[src/rtl/pic_priority_inta_ctrl.sv]
// Priority resolver, ISR keeper and 8086 two-pulse INTA sequencer for an
// 8259-style interrupt controller. The masked request vector comes from the
// request register. This block returns the serviced level to that stage as a
// one-hot chosen mask plus a one-cycle clear strobe.
module pic_priority_inta_ctrl #(
  parameter int NUM_IR         = 8,
  parameter int SPURIOUS_LEVEL = 7
) (
  input  logic              clk_i,
  input  logic              rst_n_i,
  input  logic [NUM_IR-1:0] irr_i,
  input  logic [NUM_IR-1:0] imr_i,
  input  logic              inta_n_i,
  input  logic [4:0]        icw2_base_i,
  input  logic              aeoi_i,
  input  logic              rot_aeoi_i,
  input  logic              eoi_cmd_i,
  input  logic              eoi_specific_i,
  input  logic              eoi_rotate_i,
  input  logic [2:0]        eoi_level_i,
  output logic              int_out_o,
  output logic [NUM_IR-1:0] isr_o,
  output logic [NUM_IR-1:0] chosen_o,
  output logic              clr_strobe_o,
  output logic [7:0]        vector_out_o,
  output logic              vector_oe_o
);

  typedef enum logic [1:0] {
    IDLE  = 2'd0,
    ACK1  = 2'd1,
    WAIT2 = 2'd2,
    ACK2  = 2'd3
  } state_e;

  localparam logic [NUM_IR-1:0] ONE_HOT_0  = {{(NUM_IR-1){1'b0}}, 1'b1};
  localparam logic [NUM_IR-1:0] SPUR_MASK  = ONE_HOT_0 << SPURIOUS_LEVEL;

  // Registered state
  state_e            state_q;
  logic              inta_n_q;
  logic [NUM_IR-1:0] isr_q, isr_d;
  logic [2:0]        lp_q, lp_d;
  logic [NUM_IR-1:0] chosen_q;
  logic              spurious_q;
  logic              clr_strobe_q;
  logic              int_q;
  logic [7:0]        vector_q;
  logic              vector_oe_q;

  // Combinational resolution results
  logic [NUM_IR-1:0] req;
  logic [2:0]        win_lvl;
  logic [2:0]        isr_top;
  logic              win_valid;
  logic              inta_fall;
  logic              inta_rise;
  logic [2:0]        chosen_lvl;
  logic [NUM_IR-1:0] set_mask;
  logic              aeoi_hit;
  logic [NUM_IR-1:0] aeoi_clr;
  logic [2:0]        eoi_lvl;
  logic              eoi_hit;
  logic [NUM_IR-1:0] eoi_clr;

  // Highest-priority set bit of v when lp is the lowest-priority level.
  // Scanning from the lowest rank upward lets the last hit win.
  function automatic logic [2:0] top_level(input logic [NUM_IR-1:0] v,
                                           input logic [2:0] lp);
    logic [2:0] r;
    logic [2:0] idx;
    r = 3'd0;
    for (int k = NUM_IR - 1; k >= 0; k--) begin
      idx = lp + 3'd1 + 3'(k);
      if (v[idx]) r = idx;
    end
    return r;
  endfunction

  // Rank 0 is the highest priority, rank 7 belongs to lp itself.
  function automatic logic [2:0] rank_of(input logic [2:0] lvl,
                                         input logic [2:0] lp);
    return lvl - lp - 3'd1;
  endfunction

  // Binary level of a one-hot mask.
  function automatic logic [2:0] encode(input logic [NUM_IR-1:0] oh);
    logic [2:0] r;
    r = 3'd0;
    for (int k = 0; k < NUM_IR; k++) begin
      if (oh[k]) r = 3'(k);
    end
    return r;
  endfunction

  // Priority resolution against the in-service register, plus INTA edge detect.
  always_comb begin
    req        = irr_i & ~imr_i;
    win_lvl    = top_level(req, lp_q);
    isr_top    = top_level(isr_q, lp_q);
    win_valid  = (|req) &&
                 ((isr_q == '0) || (rank_of(win_lvl, lp_q) < rank_of(isr_top, lp_q)));
    inta_fall  = inta_n_q & ~inta_n_i;
    inta_rise  = ~inta_n_q & inta_n_i;
    chosen_lvl = encode(chosen_q);
  end

  // Next ISR and priority pointer: set on acknowledge, clear on EOI / AEOI.
  // The EOI looks at the ISR as it was before this edge's set.
  always_comb begin
    set_mask = '0;
    if (state_q == IDLE && inta_fall && win_valid) set_mask = ONE_HOT_0 << win_lvl;

    aeoi_hit = (state_q == ACK2) && inta_rise && aeoi_i && !spurious_q;
    aeoi_clr = aeoi_hit ? chosen_q : '0;

    eoi_lvl  = eoi_specific_i ? eoi_level_i : isr_top;
    eoi_hit  = eoi_cmd_i && (eoi_specific_i ? isr_q[eoi_level_i] : (isr_q != '0));
    eoi_clr  = eoi_hit ? (ONE_HOT_0 << eoi_lvl) : '0;

    isr_d = (isr_q & ~(eoi_clr | aeoi_clr)) | set_mask;

    lp_d = lp_q;
    if (eoi_hit && eoi_rotate_i) begin
      lp_d = eoi_lvl;
    end else if (aeoi_hit && rot_aeoi_i) begin
      lp_d = chosen_lvl;
    end
  end

  // INTA handshake FSM with all CPU-facing and IRR-facing outputs registered.
  always_ff @(posedge clk_i or negedge rst_n_i) begin
    if (!rst_n_i) begin
      state_q      <= IDLE;
      inta_n_q     <= 1'b1;
      isr_q        <= '0;
      lp_q         <= 3'd7;
      chosen_q     <= '0;
      spurious_q   <= 1'b0;
      clr_strobe_q <= 1'b0;
      int_q        <= 1'b0;
      vector_q     <= 8'h00;
      vector_oe_q  <= 1'b0;
    end else begin
      inta_n_q     <= inta_n_i;
      isr_q        <= isr_d;
      lp_q         <= lp_d;
      clr_strobe_q <= 1'b0;
      case (state_q)
        IDLE: begin
          if (inta_fall) begin
            state_q    <= ACK1;
            int_q      <= 1'b0;
            spurious_q <= !win_valid;
            if (win_valid) begin
              chosen_q     <= ONE_HOT_0 << win_lvl;
              clr_strobe_q <= 1'b1;
            end else begin
              chosen_q     <= SPUR_MASK;
            end
          end else begin
            int_q <= win_valid;
          end
        end
        ACK1: begin
          int_q <= 1'b0;
          if (inta_rise) state_q <= WAIT2;
        end
        WAIT2: begin
          int_q <= 1'b0;
          if (inta_fall) begin
            state_q     <= ACK2;
            vector_q    <= {icw2_base_i, chosen_lvl};
            vector_oe_q <= 1'b1;
          end
        end
        ACK2: begin
          int_q <= 1'b0;
          if (inta_rise) begin
            state_q     <= IDLE;
            vector_oe_q <= 1'b0;
            chosen_q    <= '0;
          end
        end
        default: begin
          state_q <= IDLE;
          int_q   <= 1'b0;
        end
      endcase
    end
  end

  assign int_out_o    = int_q;
  assign isr_o        = isr_q;
  assign chosen_o     = chosen_q;
  assign clr_strobe_o = clr_strobe_q;
  assign vector_out_o = vector_q;
  assign vector_oe_o  = vector_oe_q;

endmodule

[config.mk]
export PLATFORM = sky130hd
export DESIGN_NAME = pic_priority_inta_ctrl
export DESIGN_NICKNAME = d
export VERILOG_FILES = /design/src/rtl/pic_priority_inta_ctrl.sv
export SDC_FILE = /design/constraint.sdc
export NUM_CORES = 1
export LEC_CHECK = 0
export BUFFER_PORTS_ARGS = -buffer_cell sky130_fd_sc_hd__buf_2
export CAP_MARGIN = 20
export CELL_PAD_IN_SITES_DETAIL_PLACEMENT = 2
export CELL_PAD_IN_SITES_GLOBAL_PLACEMENT = 2
export CORE_AREA = 10 10 114 116
export DETAILED_ROUTE_END_ITERATION = 16
export DIE_AREA = 0 0 124 126
export PLACE_DENSITY_LB_ADDON = 0.1
export SETUP_SLACK_MARGIN = 0.1
export SYNTH_ARGS = -nofsm -noshare
export SYNTH_HDL_FRONTEND = slang
export SYNTH_SLANG_ARGS = --single-unit
export TNS_END_PERCENT = 1
[constraint.sdc]
create_clock -name clk_i -period 10.9 [get_ports clk_i]
set_input_delay 0.545 -clock clk_i [delete_from_list [all_inputs] [get_ports clk_i]]
set_output_delay 0.545 -clock clk_i [all_outputs]
set_load 0.01 [all_outputs]
==> results.json, run 1 <==
{
  "startpoint_type": "flop",
  "drt-total-wl_mm": 14.9,
  "fin_crit_ps": 6560,
  "critPathMaxStageDelay_ps": 710,
  "antenna_found_initial": 0,
  "cts-resized-gates": 0,
  "hpwl_mm": 11.4,
  "critPathMaxFanout": 45,
  "crit_slowest_cell": "o31ai_2",
  "firstDrtPassIters": 4,
  "timing.hold.ws_ps": 330,
  "critPathCaptureType": "flop",
  "clkLatencyLatePin_ps": 290,
  "fmax_ghz": 0.152,
  "ys_seq_elements": 34,
  "finalNetCount": 544,
  "async_reset_ff_share_pct": 100,
  "yosys_warnings": 0,
  "cts_made_buffers": 5,
  "clock_skew_ps": 7.98,
  "path_buf_inv": 2,
  "antenna_cells": 0,
  "syn_inst": 459,
  "arrival_ps": 6780,
  "synthTopCellsByArea": "dfrtp_1 (19%), mux4_2 (10%), mux2i_1 (6.7%), nand2_1 (4.8%), o21ai_0 (3.6%)",
  "coreArea_um2": 10700,
  "row_count": 38,
  "cts_root_buffer": "clkbuf_8",
  "synth_area_um2": 4020,
  "grt_max_degree": 46,
  "synth_ff_type": "dfrtp_1",
  "setup_viol": 0,
  "vias": 3903,
  "synth_nets": 504,
  "cts_tree": "built",
  "port_buffers": 58,
  "tightest_slew_ps": 847,
  "critPathTopFamily": "compound AO/OA/AOI/OAI gates",
  "yosysMostFrequentCell": "nand2_1",
  "synth_largest_area_cell": "dfrtp_1",
  "place_congestion": 0.968,
  "cap_violations": 0,
  "postCtsSetupRepairBufs": 0,
  "grt_usage_pct": 19.1,
  "seq_area_frac_synth_pct": 21.3,
  "clock_path_buffers": 2,
  "area_growth_syn_to_layout_pct": 10.5,
  "drv_slew": 0,
  "drive_gt1_share_pct": 25.8,
  "clock-sinks": 34,
  "synth-edff-count": 0,
  "grt_pass1_wl_mm": 24.2,
  "die_height_um": 126,
  "synth_top_area_share_pct": 18.7,
  "ys_top_cells_by_count": "nand2_1 (51), dfrtp_1 (30), o21ai_0 (29), nor2_1 (28), mux2i_1 (27)",
  "drtAntennaViolNets": 0,
  "maxSlewHeadroom_pct": 42.6,
  "rsz0062_at_grt": "no",
  "drc": 0,
  "path_cells": "inv_2, ha_2, buf_4, mux4_2, mux2_2, o21ai_0, o311a_1, a211oi_1, o31ai_2, ha_1, fa_1, ha_1, a21oi_1, nor2b_1, o21ai_0, o21ai_0, nor2_1, nand2_1, and2b_1, a32o_1",
  "dieWidth_um": 124,
  "htree_levels": 2,
  "setup_tns_ps": 0,
  "crit_top_cell": "o21ai_0",
  "hp-class": "input port to asynchronous set/reset pin",
  "hold_viol": 0,
  "drt-initial-drc-count": 282,
  "status": "completed",
  "wl_per_cell_um": 23.3,
  "synth.distinct_cells": 81,
  "min_period_over_period_pct": 60.2,
  "grt_pass1_vias": 4252,
  "io_pins": 59,
  "vias_per_cell": 6.10,
  "path_clk_slew_ps": 80,
  "worst_ep_required_time_ps": 11120,
  "avgSynthCellArea_um2": 8.77,
  "dieArea_um2": 15600,
  "cts-hold-fix-buffers": 0,
  "overflow": 0,
  "initial_utilization_pct": 37.6,
  "critPathKind": "flop to flop"
}
## registers in the layout, summed over array words and instances, names as in the netlist
signal,cells
state_q,2
chosen_o,8
inta_n_q,1
spurious_q,1
vector_out_o,8
isr_o,8
int_out_o,1
vector_oe_o,1
clr_strobe_o,1
lp_q,3
## final timing paths
| kind | from | end | slack (ps) | cells after the start |
|---|---|---|---|---|
| worst max-delay path | lp_q[0] | isr_o[3] | 4340 | 20 |
| worst min-delay path | rst_n_i | chosen_o[2] | 330 | 1 |
| worst max register to register | lp_q[0] | isr_o[3] | 4340 | 20 |
| worst min register to register | vector_out_o[0] | vector_out_o[0] | 490 | 2 |
| max in group asynchronous | rst_n_i | vector_out_o[4] | 10060 | 1 |
| min in group clk_i | inta_n_i | inta_n_q | 400 | 1 |
## cell type report
| type | instances | area, µm² |
|---|---|---|
| Inverter | 18 | 67.6 |
| Clock inverter | 1 | 5.00 |
| Timing Repair Buffer | 63 | 325 |
| Sequential cell | 34 | 856 |
| Multi-Input combinational cell | 377 | 2930 |
| Clock buffer | 7 | 86.3 |
| Fill cell | 1263 | 6250 |
| Tap cell | 140 | 175 |
## layer usage
layer  up-vias  global-route usage [%]  routed length [µm]
met3        10                    1.88                 564
met4         0                    2.64                 122
met2        67                    33.8                7770
met5         -                       0                   0
li1       1808                       -                   -
met1      2018                    24.8                6450
## cells by family (layout without fill, tap and decap cells)
logic type      after synthesis  in the layout  synth area share, %
flops                        34             34                 21.3
buf+inv                      48             89                 6.13
simple gates                157            157                 19.6
compound gates              139            139                 25.0
mux                          58             58                 20.5
xor+xnor                     10             10                 3.11
fa+ha+maj                    13             13                 4.42
## stage by stage
step                instance area, µm²  util (%)  cells  setup slack (ps)
global route                      4450      41.6    640              3760
detailed placement                4350      40.7    631              4420
global placement                  4350      40.7    631              4750
finish                            4450      41.6    640              4340
CTS                               4440      41.5    639              4360
floorplan                         4020         -    459              5620
## layout by cell type, fill, tap and decap left out, types with 5 or more instances in the layout
master     n
a211oi_1   5
clkbuf_8   6
o211ai_1   6
a22o_1     6
a32o_1     6
mux2i_1   27
nor2_1    28
a221o_1    5
ha_1      10
mux2_2    11
o22ai_1    5
inv_1     16
nand3_1   11
nand2b_1  14
dfrtp_1   30
nand2_1   51
nor3_1    11
o21ai_0   29
o21ai_1    9
nor2b_1   15
a21oi_1   23
mux4_2    18
buf_2     59
Power of run 1 is not shown: default switching activity piles up to over one toggle a cycle in this logic, so the estimate is an artifact.
==> inputs of run 2 (changes only) <==
--- a/config.mk
+++ b/config.mk
@@ -9,9 +9,9 @@
 export CAP_MARGIN = 20
 export CELL_PAD_IN_SITES_DETAIL_PLACEMENT = 2
 export CELL_PAD_IN_SITES_GLOBAL_PLACEMENT = 2
-export CORE_AREA = 10 10 114 116
+export CORE_AREA = 10 10 117 119
 export DETAILED_ROUTE_END_ITERATION = 16
-export DIE_AREA = 0 0 124 126
+export DIE_AREA = 0 0 127 129
 export PLACE_DENSITY_LB_ADDON = 0.1
 export SETUP_SLACK_MARGIN = 0.1
 export SYNTH_ARGS = -nofsm -noshare
==> constraint.sdc (replaced) <==
create_clock -name clk_i -period 6.8 [get_ports clk_i]
set_input_delay 0.34 -clock clk_i [delete_from_list [all_inputs] [get_ports clk_i]]
set_output_delay 0.34 -clock clk_i [all_outputs]
set_load 0.01 [all_outputs]
==> run 2 against run 1 <==
Global-route usage is 0.74 points lower. Maximum frequency increased by 6.9%. Via count is 0.77% higher. Sequential share of layout area is 0.56 points lower. Setup slack worse by 3700 ps. Die area up 4.9%.
==> results.json, run 2 (synthesized netlist as in run 1, its figures left out) <==
{
  "antenna_cells": 0,
  "drt-total-wl_mm": 15.0,
  "clock_path_buffers": 2,
  "area_growth_syn_to_layout_pct": 13.8,
  "vias": 3933,
  "htree_levels": 2,
  "setup_ws_ps": 659,
  "fmax_ghz": 0.163,
  "status": "completed",
  "rr_worst_depth": 19,
  "final_cell_count_no_fill": 649,
  "path_clk_slew_ps": 60,
  "met1_usage_pct": 23.0,
  "dieArea_um2": 16400,
  "postCtsSetupRepairBufs": 0,
  "wl_per_cell_um": 23.2,
  "port_buffers": 58,
  "cts_tree": "built",
  "tightest_slew_ps": 865,
  "grtUsageMet3_pct": 3.61,
  "row_count": 39,
  "drive_gt1_share_pct": 26.7,
  "firstDrtPassIters": 4,
  "drtAntennaViolNets": 0,
  "cts_root_buffer": "clkbuf_16",
  "cts-hold-fix-buffers": 0,
  "drv_slew": 0,
  "worst_ep_required_time_ps": 7020,
  "hpwl_mm": 11.4,
  "pre_cts_ws_ps": 645,
  "critPathKind": "flop to flop",
  "r2r_slack_ps": 660,
  "hold_viol": 0,
  "die_height_um": 129,
  "gr-usage-met2_pct": 31.9,
  "io_pins": 59,
  "cap_violations": 0,
  "overflow": 0,
  "setup_tns_ps": 0,
  "dp.cells": 641,
  "clkLatencyLatePin_ps": 280,
  "grt_pass1_wl_mm": 24.7,
  "final_common_cell": "buf_2",
  "finalNetCount": 550,
  "r2r-end": "chosen_o[3]",
  "critPathMaxFanout": 28,
  "cts_made_buffers": 5,
  "fillers": 1309,
  "min_period_over_period_pct": 90.3,
  "hp-class": "input port to asynchronous set/reset pin",
  "initial_utilization_pct": 35.5,
  "coreArea_um2": 11300,
  "drt-initial-drc-count": 236,
  "grt_usage_pct": 18.3,
  "setup_viol": 0,
  "clock-sinks": 34,
  "layout_common_cells": "buf_2 (58), nand2_1 (51), dfrtp_1 (30), o21ai_0 (29), nor2_1 (28)",
  "startpoint_type": "flop",
  "cts-resized-gates": 0,
  "vias_per_cell": 6.06,
  "dieWidth_um": 127,
  "reg2reg_from": "lp_q[0]",
  "critPathCaptureType": "flop",
  "grt_max_degree": 41,
  "grt_pass1_vias": 4464,
  "fin_crit_ps": 6140,
  "arrival_ps": 6360,
  "maxSlewHeadroom_pct": 41.8,
  "place_congestion": 0.884,
  "antenna_found_initial": 0,
  "top_usage_layer": "met2",
  "rsz0062_at_grt": "no",
  "clock_skew_ps": 6.63,
  "drc": 0
}
==> run 2: changes by cell type in the layout (fill, tap and decap cells not counted) <==
| cell | change |
|---|---|
| clkinv_2 | -1 |
| buf_4 | +7 |
| clkbuf_16 | +5 |
| bufinv_16 | +1 |
| clkbuf_8 | -5 |
| buf_2 | -1 |
==> run 2: area by class of cell <==
class | instances | area (µm²) | share of cell area, %
timing repair buffer | 69 | 373 | 8.14
clock buffer | 7 | 143 | 3.11
multi-input combinational | 377 | 2930 | 64.0
clock inverter | 1 | 30.0 | 0.656
tap | 143 | 179 | 3.91
inverter | 18 | 67.6 | 1.48
sequential | 34 | 856 | 18.7
==> run 2: layer usage <==
metal,wire length (µm),part of all wire (%),vias to the layer above
met5,0,0,-
met4,126,0.84,0
met3,708,4.7,10
met2,7650,51,84
met1,6560,44,2024
li1,-,-,1815
==> run 2: worst max-delay path, cell delays in order (launching register included) <==
cell and delay [ps]:
dfstp_2 550, inv_2 50, ha_2 770, mux2i_1 580, mux2i_1 320, mux2i_1 440
nand3_1 160, nor4_2 610, nor2_1 160, fa_1 440, xor2_1 160, xnor2_1 190
ha_1 260, nor2b_1 120, o21ai_0 160, o21ai_0 230, nor2_1 270, nand2_1 130
and2b_1 290, a32o_1 170
==> run 2: per-stage QoR <==
step	cell area [µm²]	hold slack, ps	util (%)
floorplan	4020	44.4	-
global route	4580	215	40.5
detailed placement	4410	471	38.9
CTS	4580	176	40.5
global placement	4410	464	38.9
finish	4580	140	40.5
==> run 2: how the worst max path moves through the flow <==
stage | slack (ps) | end | depth (start not counted) | start
after CTS | 610 | chosen_o[3] | 19 | lp_q[0]
after floorplan | 1520 | chosen_o[3] | 24 | lp_q[0]
final | 660 | chosen_o[3] | 19 | lp_q[0]
after global routing | 120 | chosen_o[3] | 19 | lp_q[0]
after global placement | 780 | chosen_o[3] | 19 | lp_q[0]
after detailed placement | 640 | chosen_o[3] | 19 | lp_q[0]
Power of run 2 is left out for the same reason.
